===== src/rtl/alu_nibble_sequencer.sv =====
// Runs one W-bit ALU operation through an external 4-bit 74181-style slice,
// one nibble per clock (LSN first), chaining the active-low carry between nibbles.
module alu_nibble_sequencer #(
  parameter int NIB = 4
) (
  input  logic             clk,
  input  logic             rst,
  input  logic             in_valid,
  output logic             in_ready,
  input  logic [4*NIB-1:0] op_a,
  input  logic [4*NIB-1:0] op_b,
  input  logic [3:0]       op_s,
  input  logic             op_m,
  input  logic             op_cin_n,
  output logic [3:0]       alu_a,
  output logic [3:0]       alu_b,
  output logic [3:0]       alu_s,
  output logic             alu_m,
  output logic             alu_ci_n,
  input  logic [3:0]       alu_y,
  input  logic             alu_co_n,
  input  logic             alu_aeqb,
  output logic             out_valid,
  input  logic             out_ready,
  output logic [4*NIB-1:0] res_y,
  output logic             res_co_n,
  output logic             res_aeqb
);

  localparam int W = 4 * NIB;

  typedef enum logic [1:0] {IDLE, RUN, DONE} state_t;

  state_t       state, state_nxt;
  logic [3:0]   idx;
  logic [W-1:0] a_r, b_r, res_y_r;
  logic [3:0]   s_r;
  logic         m_r, carry_n, aeqb_acc;
  logic [3:0]   a_nib, b_nib;
  logic         accept, last;

  assign accept = (state == IDLE) && in_valid;
  assign last   = (idx == 4'(NIB - 1));

  always_ff @(posedge clk) begin
    if (rst) state <= IDLE;
    else     state <= state_nxt;
  end

  // Slice drive is decoded purely from registered state, never from in_*.
  always_comb begin
    state_nxt = state;
    in_ready  = 1'b0;
    out_valid = 1'b0;
    alu_a     = 4'h0;
    alu_b     = 4'h0;
    alu_s     = 4'h0;
    alu_m     = 1'b0;
    alu_ci_n  = 1'b1;
    case (state)
      IDLE: begin
        in_ready = 1'b1;
        if (in_valid) state_nxt = RUN;
      end
      RUN: begin
        alu_a    = a_nib;
        alu_b    = b_nib;
        alu_s    = s_r;
        alu_m    = m_r;
        alu_ci_n = carry_n;
        if (last) state_nxt = DONE;
      end
      DONE: begin
        out_valid = 1'b1;
        if (out_ready) state_nxt = IDLE;
      end
      default: state_nxt = IDLE;
    endcase
  end

  always_comb begin
    a_nib = 4'h0;
    b_nib = 4'h0;
    for (int k = 0; k < NIB; k++) begin
      if (idx == 4'(k)) begin
        a_nib = a_r[4*k +: 4];
        b_nib = b_r[4*k +: 4];
      end
    end
  end

  // Operand capture
  always_ff @(posedge clk) begin
    if (accept) begin
      a_r <= op_a;
      b_r <= op_b;
    end
  end

  // Nibble sequencing, carry chain and result assembly
  always_ff @(posedge clk) begin
    if (rst) begin
      idx      <= 4'd0;
      carry_n  <= 1'b1;
      aeqb_acc <= 1'b0;
      res_y_r  <= '0;
      s_r      <= 4'h0;
      m_r      <= 1'b0;
    end else if (accept) begin
      idx      <= 4'd0;
      carry_n  <= op_cin_n;
      aeqb_acc <= 1'b1;
      s_r      <= op_s;
      m_r      <= op_m;
    end else if (state == RUN) begin
      carry_n  <= alu_co_n;
      aeqb_acc <= aeqb_acc & alu_aeqb;
      for (int k = 0; k < NIB; k++) begin
        if (idx == 4'(k)) res_y_r[4*k +: 4] <= alu_y;
      end
      idx <= last ? 4'd0 : idx + 4'd1;
    end
  end

  // Logic mode has no meaningful carry, so the final carry reads as inactive.
  assign res_y    = res_y_r;
  assign res_co_n = m_r | carry_n;
  assign res_aeqb = aeqb_acc;

endmodule


===== config.mk =====
export PLATFORM = sky130hd
export DESIGN_NAME = alu_nibble_sequencer
export DESIGN_NICKNAME = d
export VERILOG_FILES = /design/src/rtl/alu_nibble_sequencer.sv
export SDC_FILE = /design/constraint.sdc
export NUM_CORES = 1
export LEC_CHECK = 0
export CORE_MARGIN = 4
export CORE_UTILIZATION = 26
export CTS_BUF_LIST = sky130_fd_sc_hd__clkbuf_8
export CTS_CLUSTER_DIAMETER = 100
export DETAILED_ROUTE_END_ITERATION = 7
export SYNTH_ARGS = -nofsm -noshare
export SYNTH_HDL_FRONTEND = slang
export SYNTH_SLANG_ARGS = --single-unit

===== constraint.sdc =====
create_clock -name clk -period 2.1 [get_ports clk]
set_input_delay 0.21 -clock clk [delete_from_list [all_inputs] [get_ports clk]]
set_output_delay 0.21 -clock clk [all_outputs]
set_load 0.02 [all_outputs]

# Word level (Yosys, flattened, before mapping)
# Index checks and enable logic that the tools add are counted.
# classes
eq_ne	8
addsub	1
mux	24
n_reduce_logical	10
n_bitwise	3
# ops
op	n
$mux W4	12
$reduce_and A3 Y1	5
$eq A4 B2 Y1 const B	2
$mux W1	8
$mux W2	3
$ne A2 B2 Y1 const B	3
$pmux W2 S3	1
$add A4 B1 Y4 const B	1
$eq A4 B1 Y1 const B	1
$logic_not A4 Y1	1
$eq A2 B1 Y1 const B	1
$eq A2 B2 Y1 const B	1
$logic_not A2 Y1	1
$reduce_bool A2 Y1	1
$reduce_or A2 Y1	1
$and A1 B1 Y1	1
$logic_and A1 B1 Y1	1
$not A1 Y1	1
$or A1 B1 Y1	1
# totals
input_bits	48
register_bits	61

# Longest topological paths before layout
# Gate-level depths: netlist (run 1).
# logic_depth
word_depth	6
depth_mapped	6

# Worst setup path after synthesis (run 1)
# OpenSTA, ideal clock, no wires.
# synth_path
kind	register to register
start	register state[0]
end	register s_r[0]
setup_ns	0.128
arrival_time_ns	1.780
synth_period_minus_slack_ns	1.907
t_required_ns	1.972
path_slack_ns	0.193
path_stages_with_launch	7
path_cell_list	dfxtp_1 nor2_1 nand2_1 inv_1 buf_2 mux2i_1 nor2_1
# synth_via
elab_chain_cells	2
# synth_rtl
element	line	text
start, declared	34	state_t state, state_nxt;
start signal, assigned	47	else state <= state_nxt;
$logic_not A2 Y1	42	assign accept = (state == IDLE) && in_valid;
$logic_and A1 B1 Y1	42	
net accept	40	logic accept, last;
end signal, assigned	113	s_r <= op_s;
end, declared	37	logic [3:0] s_r;
# The timed path passes the listed nets, and every way through them passes these cells.
# A chain may end at the register's enable or synchronous reset.

# Worst setup path in the final report (run 1)
# layout_path
start	register idx[0]
end	output port alu_a[2]
# layout_via
elab_chain_cells	6
elab_cells_between_ends	9
# layout_rtl
element	line	text
start, declared	35	logic [3:0] idx;
start signal, assigned	121	idx <= last ? 4'd0 : idx + 4'd1;
$logic_not A4 Y1	85	if (idx == 4'(k)) begin
$mux W4 (3 in series)	85	
$mux W4 *	85	
$mux W4 *	60	case (state)
end, declared	15	output logic [3:0] alu_a,
# Mark *: on every way between the ends. The rest lies on a longest branch, timed or not.

==> results of run 1 <==
-- power groups by stage --
stage | Clock (W) | Combinational [W] | Sequential [W]
2_1_floorplan | 0 | 0.000175 | 0.00137
3_3_place_gp | 0 | 0.000392 | 0.00136
3_5_place_dp | 0 | 0.000395 | 0.00137
4_1_cts | 0.00105 | 0.000386 | 0.00134
5_1_grt | 0.00111 | 0.000437 | 0.00134
6_report | 0.00101 | 0.000404 | 0.00134
-- how the worst max path moves through the flow --
stage / startpoint / cells after the start / endpoint / slack, ns
floorplan: state[0] / 6 / s_r[0] / 0.19
global placement: idx[0] / 6 / alu_a[3] / -0.15
detailed placement: idx[0] / 6 / alu_a[3] / -0.18
CTS: idx[0] / 6 / alu_a[3] / -0.12
global route: idx[1] / 7 / alu_a[0] / -0.10
finish: idx[0] / 6 / alu_a[2] / -0.02
-- final cells by class --
cell class / count / area (um2)
clock buffer: 9 / 124
clock inverter: 7 / 66.3
fill: 974 / 5760
inverter: 8 / 30.0
multi-input combinational: 137 / 988
sequential: 61 / 1550
tap: 133 / 166
timing repair buffer: 108 / 1050
-- logic make-up (layout without fill, tap and decap cells) --
family,Yosys count,in the layout
muxes,6,6
AOI/OAI and AO/OA,67,67
adders and majority gates,4,4
and+or+nand+nor,60,60
DFF,61,61
buffers and inverters,23,132
-- Yosys cell counts, types with 2 or more instances --
cell                         n
sky130_fd_sc_hd__a211oi_1    3
sky130_fd_sc_hd__a21oi_1    26
sky130_fd_sc_hd__a32o_1      7
sky130_fd_sc_hd__and2_1      5
sky130_fd_sc_hd__and3b_1     2
sky130_fd_sc_hd__buf_2       3
sky130_fd_sc_hd__buf_6       2
sky130_fd_sc_hd__clkbuf_1    6
sky130_fd_sc_hd__dfxtp_1    29
sky130_fd_sc_hd__edfxtp_1   32
sky130_fd_sc_hd__ha_1        4
sky130_fd_sc_hd__inv_1       8
sky130_fd_sc_hd__mux2i_1     6
sky130_fd_sc_hd__nand2_1     3
sky130_fd_sc_hd__nand2b_1    5
sky130_fd_sc_hd__nand3_1    18
sky130_fd_sc_hd__nor2_1      8
sky130_fd_sc_hd__nor2b_1     3
sky130_fd_sc_hd__o21ai_0    10
sky130_fd_sc_hd__o21ai_1     6
sky130_fd_sc_hd__o21ai_2     3
sky130_fd_sc_hd__o2bb2ai_1   7
sky130_fd_sc_hd__or2_2       2
sky130_fd_sc_hd__or2b_1      3
-- layer usage --
layer	global-route usage, %	share of wire, %	wire length (um)	vias to the layer above
met5	0	0	0	-
met1	14.1	45	3050	967
li1	-	-	-	1027
met3	5.46	7.8	523	7
met4	2.61	0.64	43	0
met2	19.3	46	3080	68
-- state kept, by name, indices dropped and copies added (netlist names) --
name      count
a_r          16
b_r          16
carry_n       1
idx           4
m_r           1
res_aeqb      1
res_y        16
s_r           4
state         2
-- timing repair --
action / in CTS / in global routing
endpoints found under the hold margin: 0 / 0
resized for setup: 43 / 33
setup buffers: 0 / 1
pin swaps: 0 / 6
endpoints found under the setup margin: 13 / 9
-- metrics by stage --
stage	setup WS [ns]	setup TNS [ns]	util [%]	hold slack, ns	power, W
floorplan	0.193	0	-	0.302	0.00155
global placement	-0.150	-0.985	38.0	0.458	0.00176
detailed placement	-0.183	-1.24	38.0	0.468	0.00176
CTS	-0.122	-0.705	39.6	0.403	0.00278
global route	-0.104	-0.655	40.8	0.398	0.00289
finish	-0.0246	-0.0741	40.8	0.422	0.00275
==> impl_metrics.toml, run 1 <==
[outcome]
status = "complete, but fails checks"
violations = "negative setup slack"

[sta]
maxSlewHeadroom_pct = 63.5
slew_violations = 0
timing.final.crit_period_ns = 2.12
rsz0062_at_grt = "true"
final_min_period_over_clock_period_pct = 101
post-route-worst-setup-slack_ns = -0.0246
timing.fmax_mhz = 471
setup_violations = 5
fin_skew_ns = 0.00624
worst_pin_slew_ns = 0.546
finalHoldViolations = 0

[yosys]
synth_area_leaders = "sky130_fd_sc_hd__edfxtp_1 (37%), sky130_fd_sc_hd__dfxtp_1 (22%), sky130_fd_sc_hd__a21oi_1 (5.0%)"
dominant_combinational_cell_family_by_area_after_synthesis = "compound AO/OA/AOI/OAI gates"
post_syn_instances = 221
async_reset_ff_share_pct = 0
postSynthRegisterBits = 61
synth_compound_gate_area_share_pct = 16.6
synth_warnings = 0
dominantRegCellSynth = "sky130_fd_sc_hd__edfxtp_1"
post_synth_net_total = 273
post_synth_mux_area_share_pct = 2.32
synth_top_area_share_pct = 37.0
synth.largest_area_cell = "sky130_fd_sc_hd__edfxtp_1"
arithmetic_cell_share_of_the_synthesized_area_counting_full_adders_half_adders_and_majority_gates_pct = 1.93
synth_enable_flop_cells = 32
syn-cell-area_um2 = 2590
yosysUniqueCellTypes = 44
post_synth_xor_area_fraction_pct = 0
synth_simple_gate_area_share_pct = 15.1
syn_area_per_cell_um2 = 11.7
synth-seq-area-share_pct = 59.4

[placed_design]
placement.cell_area_um2 = 3700
post-place-cells = 446
numPortBuffers = 81
gpl.final_weighted_congestion = 0.810
dpl.hpwl_um = 4830

[clock_network]
hold_buffers = 0
cts_buffers = 9
tritoncts_num_sinks = 61
clkSlewWorstSetupHoldPaths_ns = 0.07
clkLatencyLatePin_ns = 0.34
cts_root_buf = "sky130_fd_sc_hd__clkbuf_8"
cts_tree = "yes"
max-clock-path-buffers = 2
h-tree-depth = 3

[final_layout]
fin_cells = 463
fin_nets = 377
diodes = 0
finish.instance_area_um2 = 3970
drive_gt1_share_pct = 22.4
area_overhead_of_the_layout_relative_to_synthesis_pct = 53.2
most_frequent_cells_in_the_layout = "sky130_fd_sc_hd__clkdlybuf4s50_1 (67), sky130_fd_sc_hd__edfxtp_1 (32), sky130_fd_sc_hd__dfxtp_1 (27)"
layout_commonest_cell = "sky130_fd_sc_hd__clkdlybuf4s50_1"

[die]
design.die.area_um2 = 11600
site_rows = 36
dieHeight_um = 108
io_pins = 82
core-area_um2 = 9730
initial_core_util_pct = 26.7
die-width_um = 108

[worst_setup_path]
critPathArrivalTime_ns = 1.91
reg2reg_depth = 4
cp-start-kind = "flop"
required_ns = 1.89
r2r_start = "state[1]"
worst-path-buf-inv = 2
worst-r2r-setup-slack_ns = 0.54
path_delay_family = "simple AND/OR/NAND/NOR gates"
crit-reg2reg-capture = "idx[3]"
timing.critical_path.mode_cell = "sky130_fd_sc_hd__buf_6"
slowest_cell_on_the_critical_path = "sky130_fd_sc_hd__dfxtp_4"
critPathKind = "flop to primary output"
timing.critical_path.fanout_max = 6
crit_path_max_incr_delay_ns = 0.38
crit_path_cell_trace = "ha_4 -> or3b_4 -> and2_4 -> buf_6 -> a32o_2 -> buf_6"
endpoint_kind = "primary output"

[hold_path]
hold-path-cell-count = 1
hp-class = "input port to flop"
holdPathEnd = "b_r[9]"
hold_path.startpoint = "op_b[9]"

[pwr]
power.share.combinational_pct = 14.7
power.share.switching_pct = 24.6
cellLeakagePower_nw = 1.48
switchingPower_w = 0.000676
power_report.internal_total_w = 0.00208
seq_power_share_pct = 48.7
p_clk_share_pct = 36.7
power_per_unit_of_standard_cell_area_nw_per_um2 = 693
power.ir.vdd_worst_uv = 407

[global_routing]
track_usage_pct = 11.8
grt_pass1_wl_um = 10600
via_count_of_the_first_global_routing_pass = 2133
grt_start_max_net_pins = 39
antenna_found_initial = 0
globalRouteOverflowTotal = 0

[route]
drt_iter0_markers = 69
vias = 2069
antenna_left = 0
wire_per_inst_um = 14.5
detail_route.first_pass.iterations = 4
viasPerCell = 4.47
routed_wl_um = 6700
drt_drc_violations_left = 0

[flow_run]
timing.max_cap.violations = 0
Power figures use the tool's default switching activity.
==> run 2: changes to the inputs <==
- CAP_MARGIN: default -> 30
==> results of run 2 <==
Same layout as run 1: the final DEF is identical, and so are final timing and power.
